$ cat config.mk
export PLATFORM = sky130hd
export DESIGN_NAME = mul_dispatcher_flat
export DESIGN_NICKNAME = d
export VERILOG_FILES = /design/src/rtl/mul_disp_pkg.sv /design/src/rtl/mul_dispatcher_if.sv /design/src/rtl/mul_disp_fifo.sv /design/src/rtl/mul_dispatcher.sv /design/src/flat_wrapper.sv
export SDC_FILE = /design/constraint.sdc
export NUM_CORES = 1
export LEC_CHECK = 0
export CAP_MARGIN = 20
export CORE_ASPECT_RATIO = 1.5
export CORE_MARGIN = 2
export CORE_UTILIZATION = 45
export CTS_BUF_LIST = sky130_fd_sc_hd__clkbuf_2 sky130_fd_sc_hd__clkbuf_4 sky130_fd_sc_hd__clkbuf_8
export DETAILED_ROUTE_END_ITERATION = 10
export PLACE_DENSITY_LB_ADDON = 0.2
export REMOVE_ABC_BUFFERS = 1
export SYNTH_ARGS = -nofsm -noshare
export SYNTH_HDL_FRONTEND = slang
export SYNTH_SLANG_ARGS = --single-unit
$ cat constraint.sdc
create_clock -name clk -period 3.7 [get_ports clk]
set_clock_uncertainty 0.05 [all_clocks]
set_input_delay 0.925 -clock clk [delete_from_list [all_inputs] [get_ports clk]]
set_output_delay 0.925 -clock clk [all_outputs]
set_load 0.1 [all_outputs]
$ cat src/rtl/mul_disp_pkg.sv
// Shared definitions for the multiplier dispatcher.
// Holds operand/result/tag widths, the FSM state encoding and the FIFO entry
// width. The entry width grows by the tag width when MUL_DISP_TAG_EN is defined.
package mul_disp_pkg;
  localparam int OP_W  = 64;
  localparam int RES_W = 128;
  localparam int TAG_W = 4;

  localparam logic [1:0] ST_IDLE  = 2'd0;
  localparam logic [1:0] ST_START = 2'd1;
  localparam logic [1:0] ST_WAIT  = 2'd2;
  localparam logic [1:0] ST_CLEAR = 2'd3;

  typedef enum logic [1:0] {
    IDLE  = ST_IDLE,
    START = ST_START,
    WAIT  = ST_WAIT,
    CLEAR = ST_CLEAR
  } state_e;

`ifdef MUL_DISP_TAG_EN
  localparam int ENT_W = 2*OP_W + TAG_W;
`else
  localparam int ENT_W = 2*OP_W;
`endif
endpackage

$ cat src/rtl/mul_dispatcher_if.sv
// Handshake/bus bundle for mul_dispatcher.
// Groups the operand input side, the multiplier control side, the result
// output side and the busy flag. slave = dispatcher view, master = environment
// view (host, multiplier and result consumer). Tag signals exist only when
// MUL_DISP_TAG_EN is defined.
interface mul_dispatcher_if;
  import mul_disp_pkg::*;

  logic             in_valid;
  logic             in_ready;
  logic [OP_W-1:0]  in_multiplier;
  logic [OP_W-1:0]  in_multiplicand;
  logic [OP_W-1:0]  mul_multiplier;
  logic [OP_W-1:0]  mul_multiplicand;
  logic             mul_op_start;
  logic             mul_op_clear;
  logic             mul_op_done;
  logic [RES_W-1:0] mul_result;
  logic             out_valid;
  logic             out_ready;
  logic [RES_W-1:0] out_result;
  logic             busy;
`ifdef MUL_DISP_TAG_EN
  logic [TAG_W-1:0] in_tag;
  logic [TAG_W-1:0] out_tag;
`endif

  modport slave (
    input  in_valid, in_multiplier, in_multiplicand, mul_op_done, mul_result, out_ready,
    output in_ready, mul_multiplier, mul_multiplicand, mul_op_start, mul_op_clear,
           out_valid, out_result, busy
`ifdef MUL_DISP_TAG_EN
    , input in_tag, output out_tag
`endif
  );

  modport master (
    output in_valid, in_multiplier, in_multiplicand, mul_op_done, mul_result, out_ready,
    input  in_ready, mul_multiplier, mul_multiplicand, mul_op_start, mul_op_clear,
           out_valid, out_result, busy
`ifdef MUL_DISP_TAG_EN
    , output in_tag, input out_tag
`endif
  );
endinterface

$ cat src/rtl/mul_disp_fifo.sv
// Parameterised synchronous FIFO for operand entries.
// Ports: clk, reset (sync, active high), i_push/i_wdata (ignored when full),
// i_pop (ignored when empty), o_rdata (head, combinational from storage),
// o_full, o_empty. DEPTH must equal 2**AW so pointers wrap naturally.
module mul_disp_fifo #(
  parameter int DEPTH = 4,
  parameter int AW    = 2,
  parameter int W     = 128
) (
  input  logic         clk,
  input  logic         reset,
  input  logic         i_push,
  input  logic [W-1:0] i_wdata,
  input  logic         i_pop,
  output logic [W-1:0] o_rdata,
  output logic         o_full,
  output logic         o_empty
);
  logic [W-1:0]  r_mem [DEPTH];
  logic [AW-1:0] r_wr_ptr, r_rd_ptr;
  logic [AW:0]   r_count;
  logic          w_push, w_pop;

  assign o_full  = (r_count == (AW+1)'(DEPTH));
  assign o_empty = (r_count == '0);
  assign w_push  = i_push & ~o_full;
  assign w_pop   = i_pop & ~o_empty;
  assign o_rdata = r_mem[r_rd_ptr];

  always_ff @(posedge clk) begin
    if (w_push) r_mem[r_wr_ptr] <= i_wdata;
  end

  always_ff @(posedge clk) begin
    if (reset) begin
      r_wr_ptr <= '0;
      r_rd_ptr <= '0;
      r_count  <= '0;
    end else begin
      if (w_push) r_wr_ptr <= r_wr_ptr + 1'b1;
      if (w_pop)  r_rd_ptr <= r_rd_ptr + 1'b1;
      case ({w_push, w_pop})
        2'b10:   r_count <= r_count + 1'b1;
        2'b01:   r_count <= r_count - 1'b1;
        default: r_count <= r_count;
      endcase
    end
  end
endmodule

$ cat src/rtl/mul_dispatcher.sv
// Upstream feeder for the 64x64 sequential multiplier.
// Buffers operand pairs, runs one multiplier job at a time with the
// op_start (level) / op_clear (1-cycle pulse) protocol, captures the 128-bit
// product and presents it on a valid/ready output register.
// Ports: clk, reset (sync, active high), bus (mul_dispatcher_if.slave).
// Optional feature macro: MUL_DISP_TAG_EN adds a 4-bit tag carried per job.
module mul_dispatcher
  import mul_disp_pkg::*;
#(
  parameter int DEPTH = 4,
  parameter int AW    = 2
) (
  input logic             clk,
  input logic             reset,
  mul_dispatcher_if.slave bus
);
  state_e           r_state, w_state_nxt;
  logic             w_start, w_clear, w_pop, w_capture;
  logic             w_full, w_empty;
  logic [ENT_W-1:0] w_wdata, w_head;
  logic             r_out_valid;
  logic [RES_W-1:0] r_out_result;

`ifdef MUL_DISP_TAG_EN
  logic [TAG_W-1:0] r_out_tag;
  assign w_wdata     = {bus.in_tag, bus.in_multiplier, bus.in_multiplicand};
  assign bus.out_tag = r_out_tag;
`else
  assign w_wdata = {bus.in_multiplier, bus.in_multiplicand};
`endif

  mul_disp_fifo #(.DEPTH(DEPTH), .AW(AW), .W(ENT_W)) u_fifo (
    .clk     (clk),
    .reset   (reset),
    .i_push  (bus.in_valid),
    .i_wdata (w_wdata),
    .i_pop   (w_pop),
    .o_rdata (w_head),
    .o_full  (w_full),
    .o_empty (w_empty)
  );

  // Head stays put from START until the pop in CLEAR, so the multiplier
  // sees stable operands for the whole job.
  assign bus.mul_multiplier   = w_head[2*OP_W-1:OP_W];
  assign bus.mul_multiplicand = w_head[OP_W-1:0];
  assign bus.in_ready         = ~w_full;
  assign bus.mul_op_start     = w_start;
  assign bus.mul_op_clear     = w_clear;
  assign bus.out_valid        = r_out_valid;
  assign bus.out_result       = r_out_result;
  assign bus.busy             = (r_state != IDLE) | ~w_empty;

  always_ff @(posedge clk) begin
    if (reset) r_state <= IDLE;
    else       r_state <= w_state_nxt;
  end

  always_comb begin
    w_state_nxt = r_state;
    w_start     = 1'b0;
    w_clear     = 1'b0;
    w_pop       = 1'b0;
    w_capture   = 1'b0;
    case (r_state)
      IDLE:  if (!w_empty) w_state_nxt = START;
      START: begin
        w_start     = 1'b1;
        w_state_nxt = WAIT;
      end
      WAIT: begin
        w_start = 1'b1;
        // A register being drained this cycle counts as free: no bubble.
        // When stalled, the multiplier keeps the product until we clear it.
        if (bus.mul_op_done && (!r_out_valid || bus.out_ready)) begin
          w_capture   = 1'b1;
          w_state_nxt = CLEAR;
        end
      end
      CLEAR: begin
        w_clear     = 1'b1;
        w_pop       = 1'b1;
        w_state_nxt = IDLE;
      end
      default: w_state_nxt = IDLE;
    endcase
  end

  always_ff @(posedge clk) begin
    if (reset) begin
      r_out_valid  <= 1'b0;
      r_out_result <= '0;
`ifdef MUL_DISP_TAG_EN
      r_out_tag    <= '0;
`endif
    end else if (w_capture) begin
      r_out_valid  <= 1'b1;
      r_out_result <= bus.mul_result;
`ifdef MUL_DISP_TAG_EN
      r_out_tag    <= w_head[ENT_W-1 -: TAG_W];
`endif
    end else if (bus.out_ready) begin
      r_out_valid  <= 1'b0;
    end
  end
endmodule

$ cat src/flat_wrapper.sv
// flat-port wrapper written by rule: the top's interface ports become plain ports
module mul_dispatcher_flat import mul_disp_pkg::*;
#(
  parameter int DEPTH = 4,
  parameter int AW    = 2
)
  (clk, reset, bus_in_valid, bus_in_multiplier, bus_in_multiplicand, bus_mul_op_done, bus_mul_result, bus_out_ready, bus_in_ready, bus_mul_multiplier, bus_mul_multiplicand, bus_mul_op_start, bus_mul_op_clear, bus_out_valid, bus_out_result, bus_busy);
  mul_dispatcher_if bus_i ();
  input logic clk;
  input logic reset;
  input wire logic [$bits(bus_i.in_valid)-1:0] bus_in_valid;
  input wire logic [$bits(bus_i.in_multiplier)-1:0] bus_in_multiplier;
  input wire logic [$bits(bus_i.in_multiplicand)-1:0] bus_in_multiplicand;
  input wire logic [$bits(bus_i.mul_op_done)-1:0] bus_mul_op_done;
  input wire logic [$bits(bus_i.mul_result)-1:0] bus_mul_result;
  input wire logic [$bits(bus_i.out_ready)-1:0] bus_out_ready;
  output wire logic [$bits(bus_i.in_ready)-1:0] bus_in_ready;
  output wire logic [$bits(bus_i.mul_multiplier)-1:0] bus_mul_multiplier;
  output wire logic [$bits(bus_i.mul_multiplicand)-1:0] bus_mul_multiplicand;
  output wire logic [$bits(bus_i.mul_op_start)-1:0] bus_mul_op_start;
  output wire logic [$bits(bus_i.mul_op_clear)-1:0] bus_mul_op_clear;
  output wire logic [$bits(bus_i.out_valid)-1:0] bus_out_valid;
  output wire logic [$bits(bus_i.out_result)-1:0] bus_out_result;
  output wire logic [$bits(bus_i.busy)-1:0] bus_busy;
  assign bus_i.in_valid = bus_in_valid;
  assign bus_i.in_multiplier = bus_in_multiplier;
  assign bus_i.in_multiplicand = bus_in_multiplicand;
  assign bus_i.mul_op_done = bus_mul_op_done;
  assign bus_i.mul_result = bus_mul_result;
  assign bus_i.out_ready = bus_out_ready;
  assign bus_in_ready = bus_i.in_ready;
  assign bus_mul_multiplier = bus_i.mul_multiplier;
  assign bus_mul_multiplicand = bus_i.mul_multiplicand;
  assign bus_mul_op_start = bus_i.mul_op_start;
  assign bus_mul_op_clear = bus_i.mul_op_clear;
  assign bus_out_valid = bus_i.out_valid;
  assign bus_out_result = bus_i.out_result;
  assign bus_busy = bus_i.busy;
  mul_dispatcher #(.DEPTH(DEPTH), .AW(AW)) u_core (.clk(clk), .reset(reset), .bus(bus_i));
endmodule
==> After elaboration in Yosys (flattened, before gate mapping) <==
Memories as Yosys holds them, arrays and structs flattened. A register that Yosys moved wholly into a read port is not among the register bits.
Cells that the tools add are included.
{ "totals": {"input_bits": 261, "out_inout_bits": 261, "ramBits": 512, "memories": 1, "wordCells": 48, "ff_bits": 138} }
{ "op_classes": {"n_eq_ne": 8, "add_sub_neg": 4, "n_bitwise": 5, "n_mux": 14, "n_reduce_logical": 10} }
{ "mem_list": {"columns": ["name", "depth", "word_bits", "read_ports", "rd_ports_with_merged_regs", "write_ports", "line", "source"], "rows": [
  ["u_core.u_fifo.r_mem", 4, 128, 1, 1, 1, "mul_disp_fifo.sv:19", "logic [W-1:0] r_mem [DEPTH];"]
]} }
{ "ops": {"columns": ["cell", "n"], "rows": [
  ["1-bit two-way mux", 8],
  ["2-bit two-way mux", 4],
  ["2-bit case mux with 4 select lines", 1],
  ["2-bit == test (second input constant)", 3],
  ["3-bit case mux with 2 select lines", 1],
  ["2-bit nonzero test", 3],
  ["2-bit by 1-bit adder with 2-bit output (second input constant)", 2],
  ["2-bit by 1-bit == test with 1-bit output (second input constant)", 2],
  ["3-bit by 1-bit adder with 3-bit output (second input constant)", 1],
  ["3-bit == test (second input constant)", 1],
  ["3-bit logical NOT", 1],
  ["3-bit by 1-bit subtractor with 3-bit output (second input constant)", 1],
  ["1-bit AND", 2],
  ["2-bit logical NOT", 1],
  ["2-bit by 1-bit inequality test with 1-bit output (second input constant)", 1],
  ["2-bit inequality test (second input constant)", 1],
  ["1-bit NOT", 2],
  ["2-bit AND reduction", 1],
  ["2-bit OR reduction", 1],
  ["1-bit logical AND", 1],
  ["1-bit logical NOT", 1],
  ["1-bit logical OR", 1],
  ["1-bit OR", 1]
]} }

==> Longest topological paths before layout <==
Gate-level depths: netlist (run 1).
{ "depth": {"depth_word": 6, "depth_mapped": 9, "mapped_depth_nobuf": 9} }

==> Hierarchy <==
A second synthesis (run 1) with hierarchy kept.
{ "unflattened": {"cells_unflattened": 1326, "hier_area_um2": 24075.6} }
{ "by_module_without_submodules": {"columns": ["module", "area_per_inst_um2", "seq_area_each_um2", "cells_each", "n_inst"], "rows": [
  ["mul_disp_fifo", 19042.0, 15554.9, 722, 1],
  ["mul_dispatcher", 5033.6, 2622.5, 604, 1]
]} }

==> Worst setup path before layout (run 1) <==
Ideal clock, no wire load.
{ "synth_timing": {"path_type": "input to register", "from": "in bus_in_valid", "to": "mem u_core.u_fifo.r_mem[1][0], enable pin", "t_required_ns": 3.219, "path_buffers": 0, "path_stages": 1, "t_arrival_ns": 2.531, "setup_time_ns": 0.431, "slack_ns": 0.688, "cell_sequence": "and3_2"} }
{ "synth_between": {"elab_chain_cells": 3} }
{ "synth_lines": {"columns": ["element", "line", "source"], "rows": [
  ["from (decl)", "flat_wrapper.sv:11", "input wire logic [$bits(bus_i.in_valid)-1:0] bus_in_valid;"],
  ["1-bit AND", "mul_disp_fifo.sv:26", "assign w_push = i_push & ~o_full;"],
  ["1-bit two-way mux", "mul_disp_fifo.sv:31", "if (w_push) r_mem[r_wr_ptr] <= i_wdata;"],
  ["1-bit two-way mux (implied by the code)", "mul_disp_fifo.sv:31", null],
  ["to (decl)", "mul_disp_fifo.sv:19", null]
]} }
Every way passes these cells.

==> Worst setup path in the final report (run 1) <==
{ "layout_timing": {"from": "reg u_core.u_fifo.r_count[2]", "to": "out bus_in_ready"} }
{ "layout_between": {"elab_chain_cells": 2} }
{ "layout_lines": {"columns": ["element", "line", "source"], "rows": [
  ["from (decl)", "mul_disp_fifo.sv:21", "logic [AW:0] r_count;"],
  ["from (signal assigned)", "mul_disp_fifo.sv:43", "2'b10: r_count <= r_count + 1'b1;"],
  ["from (signal assigned)", "mul_disp_fifo.sv:44", "2'b01: r_count <= r_count - 1'b1;"],
  ["from (signal assigned)", "mul_disp_fifo.sv:45", "default: r_count <= r_count;"],
  ["3-bit == test", "mul_disp_fifo.sv:24", "assign o_full = (r_count == (AW+1)'(DEPTH));"],
  ["1-bit NOT", "mul_dispatcher.sv:47", "assign bus.in_ready = ~w_full;"],
  ["to (decl)", "flat_wrapper.sv:17", "output wire logic [$bits(bus_i.in_ready)-1:0] bus_in_ready;"]
]} }
Every way passes these cells.

==> flow_summary.json, run 1 <==
{
  "period_minus_slack_ns": 3.42,
  "coreArea_um2": 51700,
  "hold_violations": 0,
  "areaGrowthSynthToFinish_pct": 34.7,
  "clockPowerShare_pct": 30.9,
  "slew_headroom_pct": 32.1,
  "tns_ns": 0,
  "ys_seq_area_share_pct": 77.3,
  "total_power_mw": 18.2,
  "insertion_delay_ns": 0.64,
  "cts_tree": "done",
  "synth_cell_types": 31,
  "cts-root-buf": "clkbuf_8",
  "yosysWarnings": 0,
  "postCtsSetupBuffers": 0,
  "max_freq_mhz": 292,
  "syn_avg_cell_area_um2": 18.2,
  "period_share_pct": 92.6,
  "drc": 0,
  "yosysTopAreaCellShare_pct": 65.4,
  "cts_buffer_depth": 3,
  "p_int_mw": 12.5,
  "status": "completed",
  "rsz0062_at_grt": "no",
  "fill_cells": 3882,
  "initial_core_util_pct": 45.5,
  "hp-class": "reg -> reg",
  "first_global_vias": 14200,
  "syn_area_um2": 23500,
  "worstSetupPathType": "reg -> out",
  "final_util_pct": 61.3,
  "finalSetupViolations": 0,
  "clkTransAtPathRegs_ns": 0.06,
  "gp_congestion": 0.784,
  "met2_usage_pct": 36.6,
  "cp-end-kind": "output pin",
  "cp_data_arrival_time_ns": 2.45,
  "cts_max_level": 3,
  "crit_required_ns": 2.72,
  "tightest_slew_ns": 1.02,
  "hold_depth": 2,
  "p_per_area_nw_per_um2": 576,
  "grt.total_usage_pct": 21.8,
  "swShare_pct": 31.2,
  "wl_per_cell_um": 22.5,
  "drt_wl_total_um": 58800,
  "antenna_found_initial": 6,
  "use_met3_pct": 7.89,
  "report.final.slew_viol_count": 0,
  "cts_hold_buf": 0,
  "vias": 13400,
  "reg2regPathDepth": 9,
  "maxCapViolations": 0,
  "place_hpwl_um": 40100,
  "finish.instance_area_um2": 31700,
  "finalHoldWorstSlack_ns": 0.401,
  "dp_cells": 2447,
  "drive_above_1_share_pct": 27.4,
  "worst_slack_ns": 0.275,
  "die_h_um": 284,
  "final_cells": 2620,
  "syn_inst": 1294,
  "synthTopCellsByArea": "edfxtp_1, mux4_2, dfxtp_1",
  "grt_pass1_wl_um": 87300,
  "die_w_um": 191,
  "cts_sinks": 652,
  "cp-start-kind": "flip-flop",
  "io_buffers": 521,
  "cts_made_buffers": 93,
  "grt_max_degree": 74,
  "dr.pass1.iters": 4,
  "ioPinCount": 522,
  "synth-seq-cells": 652,
  "drt_iter0_markers": 728,
  "grt_remaining_overflow": 0,
  "nets": 2137,
  "dpl-instance-area_um2": 29800,
  "met1_usage_pct": 25.7,
  "cts_resized": 0,
  "busiest_layer": "met2",
  "seq_power_share_pct": 46.4,
  "p_sw_mw": 5.70,
  "rows": 102,
  "ant_nets": 0,
  "place_worst_setup_slack_ns": 0.582,
  "p_leak_nw": 10.7,
  "synth_area_leader_cell": "edfxtp_1",
  "pwr-share-comb_pct": 22.6,
  "crit_fanout": 6,
  "max-vdd-ir-drop_mv": 0.374,
  "drt-vias-per-instance": 5.11,
  "die_area_um2": 54100
}
-- cell families after synthesis --
group / after synthesis / share of synthesized area, %
AOI/OAI and AO/OA: 137 / 2.98
DFF: 652 / 77.3
buffers and inverters: 79 / 1.93
adders and majority gates: 10 / 0.564
and+or+nand+nor: 282 / 4.70
muxes: 129 / 12.3
xor gates and xnor gates: 5 / 0.186
-- critical path: stages, from the launching register on --
cell and delay (ns):
dfxtp_1 0.38, or3b_4 0.44, clkdlybuf4s50_1 0.99
-- Yosys cell counts --
| cell type | count |
|---|---|
| edfxtp_1 | 512 |
| nand2_1 | 260 |
| dfxtp_1 | 140 |
| a21oi_1 | 132 |
| mux4_2 | 128 |
| buf_2 | 34 |
| clkbuf_1 | 20 |
| buf_6 | 12 |
| ha_1 | 9 |
| nor2_1 | 8 |
| inv_1 | 7 |
| buf_4 | 5 |
| and3_2 | 4 |
| nand2b_1 | 3 |
| xor2_1 | 3 |
| xnor2_1 | 2 |
| a21boi_0 | 1 |
| a21oi_2 | 1 |
| and2_4 | 1 |
| and3_1 | 1 |
| clkinv_4 | 1 |
| fa_1 | 1 |
| mux2i_1 | 1 |
| nand2_2 | 1 |
| nand3_1 | 1 |
| nor3_1 | 1 |
| o21a_1 | 1 |
| o21ai_0 | 1 |
| o31a_2 | 1 |
| or3_2 | 1 |
| or3b_4 | 1 |
-- flip-flops by register name (all words and copies together), names as in the netlist, named ones only --
signal / cells
u_core.u_fifo.r_wr_ptr: 2
u_core.u_fifo.r_count: 3
u_core.bus.out_valid: 1
u_core.u_fifo.r_mem: 512
u_core.u_fifo.r_rd_ptr: 2
u_core.r_state: 2
u_core.bus.out_result: 128
-- layout by cell type (no fill, tap or decap), types with 2 or more instances in the layout --
cell type        count
nor2_1               8
and3_4               5
clkbuf_8           104
mux4_2             128
clkinv_2            10
edfxtp_1           512
dfxtp_4              2
buf_4              161
inv_8                3
xnor2_1              2
inv_1                7
xor2_1               3
nand2b_1             3
diode_2              4
clkbuf_4            38
a21oi_1            132
buf_12              71
nand2_1            260
ha_1                 9
dfxtp_1            138
clkdlybuf4s50_1    316
clkinv_1            12
-- final timing paths --
kind,slack (ns),endpoint,start
max,0.28,bus_in_ready,u_core.u_fifo.r_count[2]
min,0.40,u_core.bus.out_result[118],u_core.bus.out_result[118]
max reg2reg,1.19,u_core.u_fifo.r_count[2],u_core.u_fifo.r_count[2]
min reg2reg,0.40,u_core.bus.out_result[118],u_core.bus.out_result[118]
-- power by group through the flow --
stage,clock network (mW),logic (mW),registers [mW]
after detailed placement,0,4.16,8.63
after floorplan,0,2.00,9.39
after CTS,5.82,4.17,8.47
final,5.65,4.13,8.47
after global routing,6.11,4.29,8.50
after global placement,0,4.14,8.60
-- metal layers --
metal  vias to the layer above  routed length [um]
met5                         -                  27
met4                         4                1510
met3                        84                5490
met2                       509               30000
met1                      6688               21800
li1                       6101                   -
-- cell type report --
type | count | area, um^2 | area share [%]
tap | 676 | 846 | 2.67
inverter | 8 | 35.0 | 0.111
clock inverter | 27 | 175 | 0.553
timing repair buffer | 548 | 5790 | 18.3
clock buffer | 142 | 1720 | 5.42
sequential | 652 | 18200 | 57.4
multi-input combinational | 563 | 4910 | 15.5
antenna | 4 | 10.0 | 0.0316
(Power assumes the default switching activity.)
==> run 2: changes to the inputs <==
--- a/config.mk
+++ b/config.mk
@@ -7,7 +7,6 @@
 export LEC_CHECK = 0
 export CAP_MARGIN = 20
 export CORE_ASPECT_RATIO = 1.5
-export CORE_MARGIN = 2
 export CORE_UTILIZATION = 45
 export CTS_BUF_LIST = sky130_fd_sc_hd__clkbuf_2 sky130_fd_sc_hd__clkbuf_4 sky130_fd_sc_hd__clkbuf_8
 export DETAILED_ROUTE_END_ITERATION = 10
==> constraint.sdc (replaced) <==
create_clock -name clk -period 3 [get_ports clk]
set_clock_uncertainty 0.05 [all_clocks]
set_input_delay 0.75 -clock clk [delete_from_list [all_inputs] [get_ports clk]]
set_output_delay 0.75 -clock clk [all_outputs]
set_load 0.1 [all_outputs]
==> flow_summary.json, run 2 (synthesis results as in run 1) <==
{
  "status": "completed",
  "p_int_mw": 16.0,
  "place_hpwl_um": 41200,
  "dp_cells": 2467,
  "report.final.slew_viol_count": 0,
  "setup.worst_path.end": "bus_mul_multiplicand[47]",
  "maxCapViolations": 0,
  "hold_violations": 0,
  "cp_slowest_cell": "mux4_2",
  "areaGrowthSynthToFinish_pct": 41.2,
  "gp_congestion": 0.807,
  "swShare_pct": 31.2,
  "mostFrequentLayoutCell": "edfxtp_1",
  "cts_buffer_depth": 3,
  "p_per_area_nw_per_um2": 698,
  "cts_sinks": 652,
  "largest_reg_flops": 512,
  "worst_path_most_repeated_cell": "buf_12",
  "cp.depth": 4,
  "regMostFlops": "u_core.u_fifo.r_mem",
  "drive_above_1_share_pct": 31.3,
  "multiInputGateArea_um2": 4910,
  "clkTransAtPathRegs_ns": 0.06,
  "cts_tree": "done",
  "p_sw_mw": 7.23,
  "r2r_start": "u_core.u_fifo.r_count[2]",
  "cts-root-buf": "clkbuf_8",
  "grt.total_usage_pct": 22.4,
  "ant_nets": 0,
  "final_cell_mix": "edfxtp_1, nand2_1, clkdlybuf4s50_1",
  "die_h_um": 282,
  "drt_wl_total_um": 61100,
  "final_util_pct": 64.4,
  "cts_max_level": 3,
  "cp_data_arrival_time_ns": 2.20,
  "grt_pass1_wl_um": 86700,
  "cp-start-kind": "flip-flop",
  "dr.pass1.iters": 5,
  "initial_core_util_pct": 45.6,
  "ioPinCount": 522,
  "drt_iter0_markers": 700,
  "crit_fanout": 9,
  "max-vdd-ir-drop_mv": 0.511,
  "drt-vias-per-instance": 5.14,
  "slowest_delay_ns": 0.58,
  "reg2regPathDepth": 9,
  "grt_remaining_overflow": 0,
  "fill_cells": 3698,
  "wl_per_cell_um": 23.0,
  "grt_max_degree": 94,
  "coreArea_um2": 51600,
  "drc": 0,
  "die_area_um2": 53200,
  "path_cells": "buf_12, buf_16, mux4_2, buf_12",
  "crit_required_ns": 2.20,
  "period_share_pct": 100,
  "hp-class": "reg -> reg",
  "period_minus_slack_ns": 3.00,
  "rows": 102,
  "antenna_found_initial": 8,
  "tightest_slew_ns": 0.594,
  "max_freq_mhz": 333,
  "worstSetupPathType": "reg -> out",
  "tns_ns": 0,
  "cts_made_buffers": 95,
  "r2r-end": "u_core.u_fifo.r_count[2]",
  "die_w_um": 189,
  "pwr-share-comb_pct": 24.0,
  "first_global_vias": 14200,
  "rsz0062_at_grt": "yes",
  "seq_power_share_pct": 45.1,
  "final_cells": 2658,
  "cts_hold_buf": 0,
  "path_buf_inv": 3,
  "finalSetupViolations": 0,
  "critPathTopFamily": "multiplexers",
  "io_buffers": 521,
  "cp-end-kind": "output pin",
  "clockPowerShare_pct": 30.9,
  "slew_headroom_pct": 60.4,
  "nets": 2174,
  "p_leak_nw": 11.4,
  "final-seq-area_um2": 18200,
  "vias": 13700,
  "ff2ff_setup_slack_ns": 0.44,
  "insertion_delay_ns": 0.66
}
[run 2: changes by cell type in the layout (fill, tap and decap cells not counted), moves of 2 or more]
cell | previous run | this run
buf_12 | 71 | 155
buf_16 | 0 | 7
buf_4 | 161 | 149
buf_6 | 0 | 2
buf_8 | 0 | 3
bufinv_16 | 1 | 5
clkbuf_16 | 0 | 7
clkbuf_4 | 38 | 29
clkbuf_8 | 104 | 98
clkdlybuf4s50_1 | 316 | 259
clkinv_1 | 12 | 19
clkinvlp_4 | 0 | 4
[run 2: what timing repair did]
item                       in CTS  in global routing
gates cloned                    4                  8
buffers inserted                3                  0
pin swaps                       0                  0
gates resized for setup         8                  5
setup endpoints to repair     125                128
[run 2: worst min path at each step]
| stage | startpoint | cells after the start | end |
|---|---|---|---|
| after floorplan | u_core.u_fifo.r_wr_ptr[1] | 2 | u_core.u_fifo.r_wr_ptr[1] |
| final | u_core.bus.out_result[90] | 2 | u_core.bus.out_result[90] |
| after global routing | u_core.bus.out_result[56] | 2 | u_core.bus.out_result[56] |
| after detailed placement | u_core.bus.out_result[55] | 2 | u_core.bus.out_result[55] |
| after CTS | u_core.bus.out_result[55] | 2 | u_core.bus.out_result[55] |
| after global placement | u_core.bus.out_result[29] | 2 | u_core.bus.out_result[29] |
[run 2: metal layers]
layer / up-vias / global-route usage, % / wire, um
met5: - / 0 / 27
met4: 4 / 9.45 / 1690
met3: 96 / 7.43 / 5140
met2: 522 / 38.4 / 32200
met1: 6855 / 25.5 / 22100
li1: 6196 / - / -
[run 2: power groups by stage]
stage / combinational (mW) / sequential (mW) / clock, mW
after floorplan: 2.46 / 11.6 / 0
after global placement: 5.49 / 10.6 / 0
after detailed placement: 5.53 / 10.6 / 0
after CTS: 5.58 / 10.5 / 7.35
after global routing: 5.76 / 10.5 / 7.70
final: 5.57 / 10.5 / 7.16
[run 2: metrics by stage]
stage | hold WS, ns | instance area [um^2] | total power, mW | worst slack, ns
floorplan | 0.418 | 23100 | 14.0 | -4.18
global placement | 0.393 | 30900 | 16.1 | 0.159
detailed placement | 0.398 | 30900 | 16.2 | 0.118
CTS | 0.407 | 33000 | 23.4 | -0.103
global route | 0.424 | 33200 | 24.0 | -0.0852
finish | 0.405 | 33200 | 23.2 | 0.000758
[run 2: layout make-up]
cell class                      instances  share of cell area (%)
Clock inverter                         44                    1.09
Clock buffer                          127                    4.72
Multi-Input combinational cell        563                    14.8
Timing Repair Buffer                  583                    21.9
Sequential cell                       652                    54.8
Tap cell                              676                    2.55
Inverter                                8                   0.106
Antenna cell                            5                  0.0377
[run 2: worst reg2reg max path, delay by kind of cell (launching register included)]
kind / cells / cell delay (ns)
simple gates: 3 / 1.04
flops: 1 / 0.39
xor+xnor: 1 / 0.16
fa+ha+maj: 2 / 0.55
compound gates: 1 / 0.16
buf+inv: 2 / 0.12
